### src/rtl/rom_stream_pkg.sv
// Shared constants and helpers for the rom_stream read sequencer.
package rom_stream_pkg;

  // Sequencer states, kept as plain constants so the encoding is fixed.
  localparam logic [1:0] ST_IDLE   = 2'd0;
  localparam logic [1:0] ST_RUN    = 2'd1;
  localparam logic [1:0] ST_FINISH = 2'd2;

  // Buffer occupancy once this cycle's push and pop have both taken effect.
  function automatic logic [1:0] occ_after(input logic [1:0] occ,
                                           input logic       push,
                                           input logic       pop);
    return occ + {1'b0, push} - {1'b0, pop};
  endfunction

endpackage

### src/rtl/rom_stream_skid_buf2.sv
// Two-entry synchronous FIFO with a registered head. Slot 0 drives the
// output directly; slot 1 only fills while the head is stalled.
module skid_buf2 #(
  parameter int DATAW = 8
) (
  input  logic             clk,
  input  logic             rst_n,
  input  logic [DATAW-1:0] in_data,
  input  logic             in_valid,
  output logic             in_ready,
  output logic [DATAW-1:0] out_data,
  output logic             out_valid,
  input  logic             out_ready,
  output logic [1:0]       count
);

  logic [DATAW-1:0] d0;
  logic [DATAW-1:0] d1;
  logic             v0;
  logic             v1;
  logic             pop;
  logic             push;

  // Slot 1 is only ever occupied while slot 0 is, so a ready consumer
  // always frees one slot in the same cycle.
  assign pop       = v0 && out_ready;
  assign in_ready  = !v1 || out_ready;
  assign push      = in_valid && in_ready;
  assign out_data  = d0;
  assign out_valid = v0;
  assign count     = {1'b0, v0} + {1'b0, v1};

  // Shift/fill the two slots; the head only changes on pop or when empty.
  always_ff @(posedge clk) begin
    if (!rst_n) begin
      // NOTE: both data slots are reset (not just the valid bits) because
      // slot 0 is the visible stream data, which must read zero after reset.
      d0 <= '0;
      d1 <= '0;
      v0 <= 1'b0;
      v1 <= 1'b0;
    end else begin
      case ({push, pop})
        2'b11: begin
          if (v1) begin
            d0 <= d1;
            d1 <= in_data;
          end else begin
            d0 <= in_data;
          end
        end
        2'b10: begin
          if (!v0) begin
            d0 <= in_data;
            v0 <= 1'b1;
          end else begin
            d1 <= in_data;
            v1 <= 1'b1;
          end
        end
        2'b01: begin
          if (v1) begin
            d0 <= d1;
            v1 <= 1'b0;
          end else begin
            v0 <= 1'b0;
          end
        end
        default: begin
        end
      endcase
    end
  end

endmodule

### src/rtl/rom_stream.sv
// Read sequencer in front of a synchronous ROM: walks base..base+len-1
// (modulo the ROM size) and presents the words as a valid/ready stream.
//
// The ROM re-reads rom_addr every cycle, so while rom_addr holds, its output
// keeps showing the most recently issued word. That lets the last issued
// word wait on the ROM output until the buffer has room, while the word
// issued before it (visible only for the one cycle after rom_addr moves on)
// must be pushed immediately. A new read is issued only when the buffer will
// hold at most one word after this cycle, so that mandatory push always fits.
module rom_stream
  import rom_stream_pkg::*;
#(
  parameter int ADDRW = 8,
  parameter int DATAW = 8,
  parameter int LENW  = ADDRW + 1
) (
  input  logic             clk,
  input  logic             rst_n,
  input  logic             start,
  input  logic [ADDRW-1:0] base,
  input  logic [LENW-1:0]  len,
  output logic             busy,
  output logic             done,
  output logic [ADDRW-1:0] rom_addr,
  input  logic [DATAW-1:0] rom_data,
  output logic [DATAW-1:0] strm_data,
  output logic             strm_valid,
  input  logic             strm_ready
);

  logic [1:0]      state;
  logic [LENW-1:0] issue_left;
  logic [LENW-1:0] accept_left;

  // lat_unp : word at rom_addr was issued and is not yet in the buffer.
  // prev_unp: word issued before that is still unbuffered.
  // adv     : rom_addr moved on at the last edge, so rom_data shows the
  //           previous word rather than the one at rom_addr.
  logic lat_unp;
  logic prev_unp;
  logic adv;

  logic       accept_start;
  logic       data_unp;
  logic       fifo_in_ready;
  logic       push;
  logic       pop;
  logic       issue;
  logic       lat_unp_after;
  logic       last_pop;
  logic [1:0] occ;

  assign busy = (state == ST_RUN);
  assign done = (state == ST_FINISH);

  // Issue and buffer-push decisions for this cycle.
  always_comb begin
    // NOTE: every signal gets a value on every path here, so no latch forms.
    accept_start  = (state == ST_IDLE) && start && (len != '0);
    pop           = strm_valid && strm_ready;
    data_unp      = adv ? prev_unp : lat_unp;
    push          = data_unp && fifo_in_ready;
    issue         = (state == ST_RUN) && (issue_left != '0) &&
                    (occ_after(occ, push, pop) < 2'd2);
    lat_unp_after = lat_unp && !(push && !adv);
    last_pop      = pop && (accept_left == LENW'(1));
  end

  // Control FSM and count of words still to be accepted downstream.
  always_ff @(posedge clk) begin
    if (!rst_n) begin
      // NOTE: sequential state uses non-blocking assignments so every flop
      // samples pre-edge values regardless of statement order.
      state       <= ST_IDLE;
      accept_left <= '0;
    end else begin
      case (state)
        ST_IDLE: begin
          if (start) begin
            state       <= (len != '0) ? ST_RUN : ST_FINISH;
            accept_left <= len;
          end
        end
        ST_RUN: begin
          if (pop) accept_left <= accept_left - LENW'(1);
          if (last_pop) state <= ST_FINISH;
        end
        ST_FINISH: state <= ST_IDLE;
        default:   state <= ST_IDLE;
      endcase
    end
  end

  // ROM address pointer and tracking of issued-but-unbuffered words.
  always_ff @(posedge clk) begin
    if (!rst_n) begin
      rom_addr   <= '0;
      issue_left <= '0;
      lat_unp    <= 1'b0;
      prev_unp   <= 1'b0;
      adv        <= 1'b0;
    end else if (accept_start) begin
      rom_addr   <= base;
      issue_left <= len - LENW'(1);
      lat_unp    <= 1'b1;
      prev_unp   <= 1'b0;
      adv        <= 1'b1;
    end else if (issue) begin
      rom_addr   <= rom_addr + ADDRW'(1);
      issue_left <= issue_left - LENW'(1);
      prev_unp   <= lat_unp_after;
      lat_unp    <= 1'b1;
      adv        <= 1'b1;
    end else begin
      lat_unp    <= lat_unp_after;
      prev_unp   <= 1'b0;
      adv        <= 1'b0;
    end
  end

  skid_buf2 #(
    .DATAW (DATAW)
  ) u_buf (
    .clk       (clk),
    .rst_n     (rst_n),
    .in_data   (rom_data),
    .in_valid  (data_unp),
    .in_ready  (fifo_in_ready),
    .out_data  (strm_data),
    .out_valid (strm_valid),
    .out_ready (strm_ready),
    .count     (occ)
  );

endmodule

### config.mk
export PLATFORM = sky130hd
export DESIGN_NAME = rom_stream
export DESIGN_NICKNAME = d
export VERILOG_FILES = /design/src/rtl/rom_stream_pkg.sv /design/src/rtl/rom_stream_skid_buf2.sv /design/src/rtl/rom_stream.sv
export SDC_FILE = /design/constraint.sdc
export NUM_CORES = 1
export LEC_CHECK = 0
export BUFFER_PORTS_ARGS = -buffer_cell sky130_fd_sc_hd__clkbuf_2
export CORE_AREA = 2 2 93 73
export CTS_CLUSTER_SIZE = 30
export DETAILED_ROUTE_END_ITERATION = 10
export DIE_AREA = 0 0 95 75
export PLACE_DENSITY_LB_ADDON = 0.08
export SETUP_SLACK_MARGIN = 0.02
export SYNTH_ARGS = -nofsm -noshare
export SYNTH_HDL_FRONTEND = slang
export SYNTH_SLANG_ARGS = --single-unit
### constraint.sdc
create_clock -name clk -period 7 [get_ports clk]
set_clock_uncertainty 0.05 [all_clocks]
set_input_delay 0.35 -clock clk [delete_from_list [all_inputs] [get_ports clk]]
set_output_delay 0.35 -clock clk [all_outputs]
set_load 0.005 [all_outputs]
=== After elaboration in Yosys (flattened, before gate mapping) ===
Cells that the tools add are included.

* $add $sub $neg: 7
* $lt $le $gt $ge: 1
* Equal/unequal tests: 14
* Mux-type cells: 27
* Bitwise operators: 2
* Reductions and logical operators: 28

{| class="wikitable"
|+ Operators with widths
! kind !! count
|-
| 2-to-1 mux 8 bit || 7
|-
| 2-to-1 mux 9 bit || 4
|-
| subtractor 9 x 1 -> 9 bit, second input constant || 3
|-
| case mux 8 bit (3 select lines) || 1
|-
| case mux 9 bit (2 select lines) || 1
|-
| nonzero test 9 bit || 2
|-
| case mux 8 bit (2 select lines) || 1
|-
| inequality test 2 x 1 -> 1 bit, second input constant || 5
|-
| equality test 9 x 1 -> 1 bit, second input constant || 1
|-
| logical AND 1 bit || 9
|-
| AND reduction 3 bit || 3
|-
| adder 8 x 1 -> 8 bit, second input constant || 1
|-
| nonzero test 2 bit || 4
|-
| 2-to-1 mux 1 bit || 7
|-
| equality test 2 bit, second input constant || 3
|-
| 2-to-1 mux 2 bit || 3
|-
| inequality test 2 bit, second input constant || 3
|-
| AND reduction 2 bit || 3
|-
| equality test 2 x 1 -> 1 bit, second input constant || 2
|-
| case mux 1 bit (2 select lines) || 2
|-
| case mux 2 bit (2 select lines) || 1
|-
| zero test 1 bit || 3
|-
| nonzero test 3 bit || 1
|-
| OR reduction 3 bit || 1
|-
| 7 further kinds || 8
|}

* Bits in registers: 49
* Bits of input ports: 29
* Output and inout bits: 19
* Logic and storage cells: 90

=== Depth between registers and ports, before layout ===
* Depth in word-level cells: 9
* Gate-level depth with buffers: 12

=== Hierarchy ===
A second synthesis with hierarchy kept.

* Cells, all modules: 355
* Area total of the unflattened synthesis: 2,894.0 µm²

{| class="wikitable"
|+ By module, submodules not included
! module !! times used !! cells an instance !! area each (µm²) !! sequential area each (µm²)
|-
| rom_stream || 1 || 255 || 1,939.4 || 620.6
|-
| skid_buf2 || 1 || 100 || 954.7 || 360.3
|}

=== Least setup slack after synthesis ===
No wires, ideal clock.

* Kind: input-to-reg
* Start: input port len[0]
* End: register issue_left[4]
* Library setup time: 0.095 ns
* Arrival: 2.847 ns
* Required time: 6.855 ns
* Path slack: 4.007 ns
* Stages on the path: 12
* Path buffers: 1
* Cells stage by stage: or4_1 -> nor3_2 -> nor2_1 -> buf_6 -> mux2i_2 -> ha_1 -> nor3b_1 -> nand2b_1 -> o21ai_2 -> nand3_1 -> or4_1 -> o311ai_1

* Longest elaborated chain between the ends: 3
* Elaborated cells between the ends (all ways): 5
* Classes of those cells: add/sub (1); mux (1); reduce/logical (3)

{| class="wikitable"
|+ Ends and longest elaborated chain
! what !! line !! RTL
|-
| from (decl) || rom_stream.sv:21 || <nowiki>input logic [LENW-1:0] len,</nowiki>
|-
| parallel branches: the longest is 3 deep, another holds subtractor 9 x 1 -> 9 bit || - ||
|-
| to (signal assigned) || rom_stream.sv:104 || <nowiki>issue_left <= len - LENW'(1);</nowiki>
|-
| to (signal assigned) || rom_stream.sv:110 || <nowiki>issue_left <= issue_left - LENW'(1);</nowiki>
|-
| to (decl) || rom_stream.sv:32 || <nowiki>logic [LENW-1:0] issue_left;</nowiki>
|}

Parallel ways; which one is timed is not known.
A chain may end at the register's enable or synchronous reset.

=== Worst setup path after layout ===
* Start: register state[1]
* End: register issue_left[4]

* Longest elaborated chain between the ends: 4
* Elaborated cells between the ends (all ways): 8
* Classes of those cells: eq/ne (1); mux (1); reduce/logical (6)

{| class="wikitable"
|+ Ends and longest elaborated chain
! what !! line !! RTL
|-
| from (decl) || rom_stream.sv:31 || <nowiki>logic [1:0] state;</nowiki>
|-
| from (signal assigned) || rom_stream.sv:80 || <nowiki>state <= (len != '0) ? ST_RUN : ST_FINISH;</nowiki>
|-
| equality test 2 x 1 -> 1 bit / zero test 2 bit (equally long branches) || rom_stream.sv:63, rom_stream.sv:59 ||
|-
| logical AND 1 bit (on tied branches) (2 in a row) || rom_stream.sv:63, rom_stream.sv:59 ||
|-
| nonzero test 2 bit (no line) / 2-to-1 mux 9 bit (equally long branches) || - ||
|}

Several ways; a longest one is shown, not always the timed one.

==> impl_metrics.yaml <==
run_status:
  status: "completed"
synth:
  syn_area_sq_mm: 0.00273
  synth_edf_count: 0
  netlist.area_leader.share: 0.359
  ys_top_cells_by_area: "dfxtp_1, nor2_1, a211oi_1"
  synth_cell_types: 58
  ys_seq_area_frac: 0.359
  ys_async_sr_fraction: 0
  yosys.area.top_type: "dfxtp_1"
  syn_inst: 321
  syn_nets: 360
  synth_warnings: 0
  ys.flop_type: "dfxtp_1"
  synth.avg_cell_area_sq_um: 8.51
  ys_ff_latch: 49
routing:
  drtPass1Iterations: 4
  routedWlPerCell_um: 15.5
  viasPerCell: 5.58
  dr_total_vias: 2501
  ant_nets: 0
  drtIter0Drc: 175
  routed_wirelength_um: 6960
  drc_errors: 0
finish:
  final_cell_mix: "nor2_1, dfxtp_1, clkbuf_2"
  nets: 405
  post-route-util: 0.513
  drive_gt1_frac: 0.202
  final_common_cell: "nor2_1"
  n_fill_cell: 603
  layoutNonFillerInstCount: 448
  synthToLayoutAreaGrowth_pct: 15.8
  n_antenna_cell: 0
place:
  dp_hpwl_um: 4970
  place_inst: 440
  gp_congestion: 0.863
  place_ws_ps: 3430
  io_buffers: 47
worst_setup_path:
  worstPathRequired_ps: 7170
  arrival_ps: 3750
  worst_setup_path_end_kind: "register"
  cp-start-kind: "register"
  path_class: "reg2reg"
  cp_max_fo: 11
job:
  max-cap-violations: 0
timing:
  fmax_mhz: 279
  tightestPinTransition_ps: 976
  slew_violations: 0
  setup_viol: 0
  fin_ws_ps: 3420
  timing.final.crit_share: 0.512
  grt_setup_unrepaired: "false"
  finalHoldViolCount: 0
  setup_tns_ps: 0
  fin_crit_ps: 3580
  slew_headroom: 0.347
  timing.hold.ws_ps: 233
global_route:
  antenna_found_initial: 0
  grt_pass1_vias: 2152
  grt_usage: 0.203
  grt_first_pass_wirelength_um: 11200
  grt_max_degree: 37
  overflow: 0
clock_network:
  cts_buffers: 5
  cts_resized: 0
  cts_buffer_depth: 2
  clkLatencyLatePin_ps: 310
  htreeDepth: 2
  cts_hold_buf: 0
  cts_tree: "done"
  cts_sinks: 49
  cts_root_buffer: "clkbuf_8"
  post_cts_buffers: 0
  clkTransAtPathRegs_ps: 100
floorplan:
  dieArea_sq_mm: 0.00713
  initial_core_util: 0.443
  io_pins: 48
  row_count: 25
  core_area_sq_mm: 0.00616
  die_height_um: 75
  die_w_um: 95
power_and_ir_drop:
  p_leak_uw: 0.00125
  p_per_area_mw_per_mm2: 264
  vdd_ir_drop_max_uv: 87.3
min_path:
  hold_path.class: "in2reg"
[registers in the layout (all words and copies together) (netlist names)]
name,flops
prev_unp,1
issue_left,9
u_buf.v1,1
u_buf.out_valid,1
adv,1
lat_unp,1
accept_left,9
u_buf.out_data,8
state,2
u_buf.d1,8
rom_addr,8
[worst max-delay path, cell delays in order (launching register included)]
cell	delay [ps]
dfxtp_1	370
or3b_1	430
nor2_1	770
mux2i_2	320
ha_1	280
nor3b_1	290
nand2b_1	110
o21ai_2	240
nand3_1	130
or4_1	430
o311ai_1	80
[layout make-up]
class                      count  area [sq um]  share of cell area
tap                           81           101              0.0321
timing repair buffer          49           250              0.0792
clock inverter                 3          68.8              0.0218
multi-input combinational    250          1650               0.522
inverter                      11          41.3              0.0131
clock buffer                   5          68.8              0.0218
sequential                    49           981               0.310
[layer usage]
layer | wire [um] | part of all wire | track usage | up-vias
met3 | 415 | 0.060 | 0.0511 | 10
met1 | 3740 | 0.54 | 0.321 | 1142
met4 | 65 | 0.0093 | 0.0451 | 0
met5 | 0 | 0 | 0 | -
li1 | - | - | - | 1277
met2 | 2750 | 0.39 | 0.273 | 72
[where the power goes]
part           total, uW  internal (uW)  switching (uW)
registers            348            315            33.5
clock network        249            144             105
logic                237           97.1             140
[stage by stage]
step                      area (sq um)  power (uW)
after CTS                         3160         835
after global routing              3160         885
after floorplan                   2730         518
final                             3160         834
after detailed placement          3020         588
after global placement            3020         586
[cells by family after synthesis]
group | share of synthesized area
simple gates | 0.211
compound gates | 0.247
flops | 0.359
buf+inv | 0.0367
mux | 0.0550
xor+xnor | 0.0454
fa+ha+maj | 0.0458
[final timing paths]
| kind | startpoint | to | slack, ps | cells after the start |
|---|---|---|---|---|
| setup / recovery | state[1]$_SDFFE_PN0P_ | issue_left[4]$_SDFFE_PN0P_ | 3420 | 10 |
| hold / removal | rom_data[2] | u_buf.d1[2]$_SDFFE_PN0P_ | 230 | 3 |
| setup reg to reg | state[1]$_SDFFE_PN0P_ | issue_left[4]$_SDFFE_PN0P_ | 3420 | 10 |
| hold reg to reg | lat_unp$_SDFF_PN0_ | prev_unp$_SDFF_PP0_ | 420 | 2 |
[cell usage after synthesis (all sizes together), types with 4 or more instances]
cell,instances
a211oi,19
a21oi,20
a22oi,12
a31oi,4
buf,4
clkbuf,7
dfxtp,49
ha,10
inv,9
mux2i,12
nand2,14
nand2b,7
nand3,7
nand4,6
nor2,56
nor3,9
nor4,4
o21ai,23
or4,4
xor2,9
Power figures use the tool's default switching activity.
